**config.mk**
```make
export PLATFORM = sky130hd
export DESIGN_NAME = z80_io_initiator_flat
export DESIGN_NICKNAME = d
export VERILOG_FILES = /design/src/rtl/z80_io_pkg.sv /design/src/rtl/z80_io_initiator_if.sv /design/src/rtl/z80_io_initiator.sv /design/src/flat_wrapper.sv
export SDC_FILE = /design/constraint.sdc
export NUM_CORES = 1
export LEC_CHECK = 0
export CORE_UTILIZATION = 46
export CTS_BUF_LIST = sky130_fd_sc_hd__clkbuf_16
export CTS_CLUSTER_DIAMETER = 200
export CTS_CLUSTER_SIZE = 20
export DETAILED_ROUTE_END_ITERATION = 6
export HOLD_SLACK_MARGIN = 0.15
export PLACE_DENSITY_LB_ADDON = 0.12
export SYNTH_ARGS = -nofsm -noshare
export SYNTH_HDL_FRONTEND = slang
export SYNTH_SLANG_ARGS = --single-unit
```
**constraint.sdc**
```tcl
create_clock -name clk -period 2.49 [get_ports clk]
set_input_delay 0.498 -clock clk [delete_from_list [all_inputs] [get_ports clk]]
set_output_delay 0.498 -clock clk [all_outputs]
set_load 0.02 [all_outputs]
```
**src/rtl/z80_io_pkg.sv**
```systemverilog
// Shared types and constants for the Z80-style I/O port initiator.
package z80_io_pkg;

  localparam int unsigned DEF_SETUP_CYCLES    = 2;
  localparam int unsigned DEF_STROBE_CYCLES   = 6;
  localparam int unsigned DEF_HOLD_CYCLES     = 2;
  localparam int unsigned DEF_RECOVERY_CYCLES = 2;

  // VDP port map used by test sequences
  localparam logic [7:0] PORT_VRAM_DATA    = 8'h98;
  localparam logic [7:0] PORT_VDP_CTRL     = 8'h99;
  localparam logic [7:0] PORT_PALETTE      = 8'h9A;
  localparam logic [7:0] PORT_REG_INDIRECT = 8'h9B;

  typedef enum logic [2:0] {
    IDLE    = 3'd0,
    SETUP   = 3'd1,
    STROBE  = 3'd2,
    HOLD    = 3'd3,
    RECOVER = 3'd4
  } io_state_t;

  function automatic int unsigned max4(input int unsigned a, b, c, d);
    int unsigned m;
    m = a;
    if (b > m) m = b;
    if (c > m) m = c;
    if (d > m) m = d;
    return m;
  endfunction

endpackage

```
**src/rtl/z80_io_initiator_if.sv**
```systemverilog
// Requester handshake plus Z80 I/O bus signals between initiator and its environment.
interface z80_io_initiator_if;
  logic       req;
  logic       wr;
  logic [7:0] addr;
  logic [7:0] din;
  logic [7:0] dout;
  logic       busy;
  logic       done;
  logic [7:0] io_a;
  logic       rd_iorq_n;
  logic       wr_iorq_n;
  logic [7:0] cd_out;
  logic       cd_oe;
  logic [7:0] cd_in;
  logic       wait_n;

  modport master (
    input  req, wr, addr, din, cd_in, wait_n,
    output dout, busy, done, io_a, rd_iorq_n, wr_iorq_n, cd_out, cd_oe
  );

  modport slave (
    output req, wr, addr, din, cd_in, wait_n,
    input  dout, busy, done, io_a, rd_iorq_n, wr_iorq_n, cd_out, cd_oe
  );
endinterface

```
**src/rtl/z80_io_initiator.sv**
```systemverilog
// Single-transaction Z80 I/O bus master: setup, strobe (wait-stretchable), hold, recovery.
module z80_io_initiator
  import z80_io_pkg::*;
#(
  parameter int unsigned SETUP_CYCLES    = DEF_SETUP_CYCLES,
  parameter int unsigned STROBE_CYCLES   = DEF_STROBE_CYCLES,
  parameter int unsigned HOLD_CYCLES     = DEF_HOLD_CYCLES,
  parameter int unsigned RECOVERY_CYCLES = DEF_RECOVERY_CYCLES
) (
  input logic                clk,
  input logic                reset,
  z80_io_initiator_if.master bus
);

  localparam int unsigned MAX_CYC = max4(SETUP_CYCLES, STROBE_CYCLES, HOLD_CYCLES, RECOVERY_CYCLES);
  localparam int unsigned CW      = $clog2(MAX_CYC) + 1;

  localparam logic [2:0] ST_IDLE    = IDLE;
  localparam logic [2:0] ST_SETUP   = SETUP;
  localparam logic [2:0] ST_STROBE  = STROBE;
  localparam logic [2:0] ST_HOLD    = HOLD;
  localparam logic [2:0] ST_RECOVER = RECOVER;

  if (SETUP_CYCLES < 1) begin : g_bad_setup
    $error("SETUP_CYCLES must be >= 1");
  end
  if (STROBE_CYCLES < 2) begin : g_bad_strobe
    $error("STROBE_CYCLES must be >= 2");
  end
  if (HOLD_CYCLES < 1) begin : g_bad_hold
    $error("HOLD_CYCLES must be >= 1");
  end
  if (RECOVERY_CYCLES < 1) begin : g_bad_recovery
    $error("RECOVERY_CYCLES must be >= 1");
  end

  logic [2:0]    state, state_nxt;
  logic [CW-1:0] cnt, cnt_nxt;
  logic          wr_q, wr_nxt;
  logic [7:0]    io_a_q, io_a_nxt;
  logic [7:0]    cd_out_q, cd_out_nxt;
  logic          cd_oe_q, cd_oe_nxt;
  logic          rd_n_q, rd_n_nxt;
  logic          wr_n_q, wr_n_nxt;
  logic [7:0]    dout_q, dout_nxt;
  logic          busy_q, busy_nxt;
  logic          done_q, done_nxt;
  logic          last;

  // State, phase counter and every output are registered together
  always_ff @(posedge clk) begin
    if (reset) begin
      state    <= ST_IDLE;
      cnt      <= '0;
      wr_q     <= 1'b0;
      io_a_q   <= 8'h00;
      cd_out_q <= 8'h00;
      cd_oe_q  <= 1'b0;
      rd_n_q   <= 1'b1;
      wr_n_q   <= 1'b1;
      dout_q   <= 8'h00;
      busy_q   <= 1'b0;
      done_q   <= 1'b0;
    end else begin
      state    <= state_nxt;
      cnt      <= cnt_nxt;
      wr_q     <= wr_nxt;
      io_a_q   <= io_a_nxt;
      cd_out_q <= cd_out_nxt;
      cd_oe_q  <= cd_oe_nxt;
      rd_n_q   <= rd_n_nxt;
      wr_n_q   <= wr_n_nxt;
      dout_q   <= dout_nxt;
      busy_q   <= busy_nxt;
      done_q   <= done_nxt;
    end
  end

  assign last = (cnt == '0);

  // Next state; outputs are derived from the state being entered so they land registered
  always_comb begin
    state_nxt  = state;
    cnt_nxt    = cnt;
    wr_nxt     = wr_q;
    io_a_nxt   = io_a_q;
    cd_out_nxt = cd_out_q;
    dout_nxt   = dout_q;
    done_nxt   = 1'b0;

    case (state)
      ST_IDLE: begin
        if (bus.req) begin
          state_nxt = ST_SETUP;
          cnt_nxt   = CW'(SETUP_CYCLES - 1);
          wr_nxt    = bus.wr;
          io_a_nxt  = bus.addr;
          if (bus.wr) cd_out_nxt = bus.din;
        end
      end
      ST_SETUP: begin
        if (last) begin
          state_nxt = ST_STROBE;
          cnt_nxt   = CW'(STROBE_CYCLES - 1);
        end else begin
          cnt_nxt = cnt - CW'(1);
        end
      end
      ST_STROBE: begin
        // counter parks at zero while wait_n stretches the final cycle
        if (last) begin
          if (bus.wait_n) begin
            state_nxt = ST_HOLD;
            cnt_nxt   = CW'(HOLD_CYCLES - 1);
            if (!wr_q) dout_nxt = bus.cd_in;
          end
        end else begin
          cnt_nxt = cnt - CW'(1);
        end
      end
      ST_HOLD: begin
        if (last) begin
          state_nxt = ST_RECOVER;
          cnt_nxt   = CW'(RECOVERY_CYCLES - 1);
        end else begin
          cnt_nxt = cnt - CW'(1);
        end
      end
      ST_RECOVER: begin
        if (last) begin
          state_nxt = ST_IDLE;
          done_nxt  = 1'b1;
        end else begin
          cnt_nxt = cnt - CW'(1);
        end
      end
      default: state_nxt = ST_IDLE;
    endcase

    busy_nxt  = (state_nxt != ST_IDLE);
    cd_oe_nxt = wr_nxt && (state_nxt == ST_SETUP || state_nxt == ST_STROBE || state_nxt == ST_HOLD);
    rd_n_nxt  = !(state_nxt == ST_STROBE && !wr_nxt);
    wr_n_nxt  = !(state_nxt == ST_STROBE && wr_nxt);
  end

  assign bus.io_a      = io_a_q;
  assign bus.cd_out    = cd_out_q;
  assign bus.cd_oe     = cd_oe_q;
  assign bus.rd_iorq_n = rd_n_q;
  assign bus.wr_iorq_n = wr_n_q;
  assign bus.dout      = dout_q;
  assign bus.busy      = busy_q;
  assign bus.done      = done_q;

endmodule

```
**src/flat_wrapper.sv**
```systemverilog
// flat-port wrapper written by rule: the top's interface ports become plain ports
module z80_io_initiator_flat import z80_io_pkg::*;
#(
  parameter int unsigned SETUP_CYCLES    = DEF_SETUP_CYCLES,
  parameter int unsigned STROBE_CYCLES   = DEF_STROBE_CYCLES,
  parameter int unsigned HOLD_CYCLES     = DEF_HOLD_CYCLES,
  parameter int unsigned RECOVERY_CYCLES = DEF_RECOVERY_CYCLES
)
  (clk, reset, bus_req, bus_wr, bus_addr, bus_din, bus_cd_in, bus_wait_n, bus_dout, bus_busy, bus_done, bus_io_a, bus_rd_iorq_n, bus_wr_iorq_n, bus_cd_out, bus_cd_oe);
  z80_io_initiator_if bus_i ();
  input logic clk;
  input logic reset;
  input wire logic [$bits(bus_i.req)-1:0] bus_req;
  input wire logic [$bits(bus_i.wr)-1:0] bus_wr;
  input wire logic [$bits(bus_i.addr)-1:0] bus_addr;
  input wire logic [$bits(bus_i.din)-1:0] bus_din;
  input wire logic [$bits(bus_i.cd_in)-1:0] bus_cd_in;
  input wire logic [$bits(bus_i.wait_n)-1:0] bus_wait_n;
  output wire logic [$bits(bus_i.dout)-1:0] bus_dout;
  output wire logic [$bits(bus_i.busy)-1:0] bus_busy;
  output wire logic [$bits(bus_i.done)-1:0] bus_done;
  output wire logic [$bits(bus_i.io_a)-1:0] bus_io_a;
  output wire logic [$bits(bus_i.rd_iorq_n)-1:0] bus_rd_iorq_n;
  output wire logic [$bits(bus_i.wr_iorq_n)-1:0] bus_wr_iorq_n;
  output wire logic [$bits(bus_i.cd_out)-1:0] bus_cd_out;
  output wire logic [$bits(bus_i.cd_oe)-1:0] bus_cd_oe;
  assign bus_i.req = bus_req;
  assign bus_i.wr = bus_wr;
  assign bus_i.addr = bus_addr;
  assign bus_i.din = bus_din;
  assign bus_i.cd_in = bus_cd_in;
  assign bus_i.wait_n = bus_wait_n;
  assign bus_dout = bus_i.dout;
  assign bus_busy = bus_i.busy;
  assign bus_done = bus_i.done;
  assign bus_io_a = bus_i.io_a;
  assign bus_rd_iorq_n = bus_i.rd_iorq_n;
  assign bus_wr_iorq_n = bus_i.wr_iorq_n;
  assign bus_cd_out = bus_i.cd_out;
  assign bus_cd_oe = bus_i.cd_oe;
  z80_io_initiator #(.SETUP_CYCLES(SETUP_CYCLES), .STROBE_CYCLES(STROBE_CYCLES), .HOLD_CYCLES(HOLD_CYCLES), .RECOVERY_CYCLES(RECOVERY_CYCLES)) u_core (.clk(clk), .reset(reset), .bus(bus_i));
endmodule
```
# Word level (Yosys, flattened, before mapping)
# Index checks and enable logic that the tools add are counted.
dict set report word_totals {
  regBits 37
  latchBits 0
  ram_bits 0
  rom_bits 0
  inputBits 29
  output_inout_bits 29
  wordCells 58
  n_memories 0
}
dict set report op_classes {
  addsub 1
  multipliers 0
  n_div 0
  magnitude_cmp 0
  n_eq_ne 10
  shifts 0
  n_mux 17
  bitwise 2
  reduce_logical 17
}
# op n
set ops {}
lappend ops {{$mux W4} 6}
lappend ops {{$pmux W4 S5} 1}
lappend ops {{$mux W3} 6}
lappend ops {{$pmux W3 S5} 1}
lappend ops {{$eq A3 B2 Y1 const B} 4}
lappend ops {{$reduce_and A4 Y1} 2}
lappend ops {{$eq A3 B1 Y1 const B} 2}
lappend ops {{$reduce_bool A5 Y1} 1}
lappend ops {{$logic_not A4 Y1} 1}
lappend ops {{$ne A2 B2 Y1 const B} 2}
lappend ops {{$sub A4 B1 Y4 const B} 1}
lappend ops {{$eq A3 B3 Y1 const B} 1}
lappend ops {{$logic_and A1 B1 Y1} 3}
lappend ops {{$logic_not A1 Y1} 3}
lappend ops {{$logic_not A3 Y1} 1}
lappend ops {{$mux W1} 3}
lappend ops {{$ne A3 B3 Y1 const B} 1}
lappend ops {{$reduce_and A3 Y1} 1}
lappend ops {{$reduce_bool A3 Y1} 1}
lappend ops {{$logic_or A1 B1 Y1} 2}
lappend ops {{$not A1 Y1} 2}
lappend ops {{$reduce_and A2 Y1} 1}
lappend ops {{$reduce_or A2 Y1} 1}

# Depth between registers and ports, before layout
dict set report logic_depth {
  depth_word 7
  mapped_depth 7
  depth_no_buf 6
}

# Least setup slack after synthesis
# OpenSTA, ideal clock, no wires.
dict set report synth_path {
  path_kind {flip-flop to flip-flop}
  startpoint {reg u_core.cnt[0]}
  endpoint {reg u_core.cnt[1]}
  arrival_ns 1.600
  path_slack_ns 0.820
  stages_incl_launch_ff 7
  n_path_buf 0
  cell_sequence {dfxtp_1 > inv_1 > ha_1 > nor3b_2 > a211o_1 > a2111o_1 > a21oi_1}
}
dict set report synth_between {
  elab_chain_len 3
  elab_cells_between_ends 10
  classes_between {add/sub (1); eq/ne (2); mux (5); reduce/logical (2)}
}
# element line_no
set synth_lines {}
lappend synth_lines {{start, declared} z80_io_initiator.sv:38} ;# logic [CW-1:0] cnt, cnt_nxt;
lappend synth_lines {{start signal, assigned} z80_io_initiator.sv:66} ;# cnt <= cnt_nxt;
lappend synth_lines {{$sub A4 B1 Y4 or $logic_not A4 Y1 (tied branches)} -}
lappend synth_lines {{$mux W4 (tied with other cells)} z80_io_initiator.sv:130} ;# if (last) begin
lappend synth_lines {{$pmux W4 S5 or $reduce_and A4 Y1 (tied branches)} -}
# Parallel ways exist; a longest one is shown, timed or not. The select of a mux whose other input is x is not followed.
# A chain may end at the register's enable or synchronous reset.

# Worst setup path after layout
dict set report layout_path {
  startpoint {reg u_core.cnt[0]}
  endpoint {reg u_core.dout_q[4] (netlist: u_core.bus.dout[4])}
}
dict set report layout_between {
  elab_chain_len 2
}
# element line_no
set layout_lines {}
lappend layout_lines {{$logic_not A4 Y1} z80_io_initiator.sv:79} ;# assign last = (cnt == '0);
lappend layout_lines {{$reduce_and A4 Y1 (no source line)} -}
lappend layout_lines {{end signal, assigned} z80_io_initiator.sv:73} ;# dout_q <= dout_nxt;
lappend layout_lines {{end, declared} z80_io_initiator.sv:45} ;# logic [7:0] dout_q, dout_nxt;
# No other way between the ends.

==> qor.yml <==
hold_path.class: "reg -> reg"
synthFlopType: "dfxtp_1"
clock_sinks: 37
combPwrFrac_pct: 28.4
grt_pass1_vias: 1316
nets: 260
finalCriticalPeriod_ns: 2.07
critical_path_required_ns: 2.65
p_leak_uw: 0.000878
fin_crit_sh_pct: 83.0
grt_use_met3_pct: 7.86
synth-seq-cells: 37
p_per_area_nw_per_um2: 819
drcViolationCount: 0
placedInstanceArea_um2: 2110
wl_per_cell_um: 13.0
cap_violations: 0
use_met1_pct: 25.3
final_area_um2: 2250
postSynthAreaPerCell_um2: 8.75
p_sw_uw: 577
max_freq_mhz: 484
internal_power_uw: 1270
drt-total-wl_um: 3550
grtUsageMet2_pct: 35.6
postCtsHoldBufs: 0
synth_top_area_cell: "dfxtp_1"
ys_types: 36
post_drt_via_cell_ratio: 5.27
grt_overflow: 0
hold_viol: 0
synth_nets: 204
grt_max_degree: 18
p_clk_share_pct: 31.5
die_y_um: 59.5
synth_commonest_cells: "dfxtp_1, nand2_1, a21oi_1"
antenna_cells: 0
ys_seq_area_share_pct: 48.6
rows: 20
start_util_pct: 49.1
grt_busiest_layer: "met2"
drive_gt1_share_pct: 6.96
gr-usage-all-layers_pct: 21.7
yosysWarnings: 0
worstMarginPinSlew_ns: 0.691
synth_async_sr_flop_share_pct: 0
critPathArrivalTime_ns: 2.23
top_level_ports: 58
slew-limit-headroom_pct: 53.7
dr.pass1.iters: 4
grt_pass1_wl_um: 5710
ir_drop_uv: 465
rsz0062_at_grt: "false"
crit_fanout: 13
synthCells: 174
dp_hpwl_um: 2570
path_clk_slew_ns: 0.05
post-cts-setup-buffers: 0
portBuffers: 57
ant_nets: 0
numCtsBuffers: 5
finalSetupViolations: 0
path_class: "reg -> reg"
syn_area_um2: 1520
clock_path_buffers: 2
synth_top_area_share_pct: 48.6
gp_congestion: 0.823
clock_latency_ns: 0.27
r2r_setup_slack_ns: 0.42
finalPower_uw: 1840
drv_slew: 0
die_area_um2: 3540
ys_top_cells_by_area: "dfxtp_1, nand2_1, a21oi_1"
cts_tree: "done"
cts.repair.resized: 0
vias: 1445
final.setup_skew_ns: 0.00377
cp-end-kind: "flop"
yosysMostFrequentCell: "dfxtp_1"
swShare_pct: 31.3
tns_ns: 0
synth_edf_count: 0
seqPwrFrac_pct: 40.2
antenna_found_initial: 0
htreeDepth: 2
core-area_um2: 3100
chipWidth_um: 59.5
start_kind: "flop"
first_iter_violations: 73
syn2layout_area_growth_pct: 47.8
cts-root-buf: "clkbuf_16"
outcome: "finished, final reports clean"
[area by class of cell]
class	instances	area (µm²)
fill	266	852
timing repair buffer	60	593
clock buffer	5	125
multi-input combinational	123	714
sequential	37	741
clock inverter	2	11.3
inverter	3	11.3
tap	44	55.1
[cells in the final DEF, fill, tap and decap left out, drive strengths merged]
cell type,count
clkdlybuf4s50,57
dfxtp,37
nand2,30
a21oi,20
nor2,16
nand3,13
mux2i,9
nor3,7
clkbuf,5
inv,3
o21ai,3
a211oi,3
buf,3
and3,2
nor4,2
a211o,2
or3,2
nor4b,2
nor3b,1
a221oi,1
nor2b,1
o21a,1
a31oi,1
a2111o,1
and4b,1
or2,1
o31ai,1
o311a,1
xnor2,1
ha,1
clkinv,1
clkinvlp,1
[logic make-up after synthesis]
| kind of cell | count (synthesis) | share of synthesized area (%) |
|---|---|---|
| simple gates | 78 | 26.0 |
| flops | 37 | 48.6 |
| compound gates | 34 | 13.6 |
| buf+inv | 14 | 4.44 |
| mux | 9 | 5.92 |
| xor+xnor | 1 | 0.575 |
| fa+ha+maj | 1 | 0.822 |
[power by group through the flow]
stage | sequential, µW | clock (µW) | combinational, µW
detailed placement | 749 | 0 | 521
CTS | 739 | 589 | 524
global placement | 746 | 0 | 506
floorplan | 771 | 0 | 318
global route | 751 | 611 | 577
finish | 740 | 580 | 523
[final timing paths]
check | start | cells after the start | to
min | u_core.bus.cd_out[4]$_SDFFE_PP0P_ | 2 | u_core.bus.cd_out[4]$_SDFFE_PP0P_
max | u_core.cnt[0]$_SDFFE_PP0P_ | 6 | u_core.bus.dout[4]$_SDFFE_PP0P_
min reg2reg | u_core.bus.cd_out[4]$_SDFFE_PP0P_ | 2 | u_core.bus.cd_out[4]$_SDFFE_PP0P_
max reg2reg | u_core.cnt[0]$_SDFFE_PP0P_ | 6 | u_core.bus.dout[4]$_SDFFE_PP0P_
[metrics by stage]
step	utilization [%]	setup slack, ns	cells	hold WS, ns
after floorplan	-	0.820	174	0.463
after global placement	68.1	0.415	267	0.442
after detailed placement	68.1	0.346	267	0.447
after CTS	72.5	0.435	274	0.455
after global routing	72.5	0.222	274	0.476
final	72.5	0.422	274	0.453
[sequential cells by signal, indices dropped and copies added (netlist names)]
register and count:
u_core.bus.busy 1, u_core.bus.cd_oe 1, u_core.bus.cd_out 8, u_core.bus.done 1, u_core.bus.dout 8, u_core.bus.io_a 8
u_core.bus.rd_iorq_n 1, u_core.bus.wr_iorq_n 1, u_core.cnt 4, u_core.state 3, u_core.wr_q 1
[per-layer routing]
metal  vias to the layer above  share of wire, %
li1                        718                 -
met1                       664                41
met2                        58                49
met3                         5               8.4
met4                         0               1.1
met5                         -                 0
[worst max-delay path, stage by stage, from the launching register on]
cell and delay, ns:
dfxtp_1 0.32, inv_1 0.09, ha_1 0.22, nor3b_2 0.61
nand3_2 0.40, mux2i_1 0.26, nor2_1 0.07
Power figures use the tool's default switching activity.
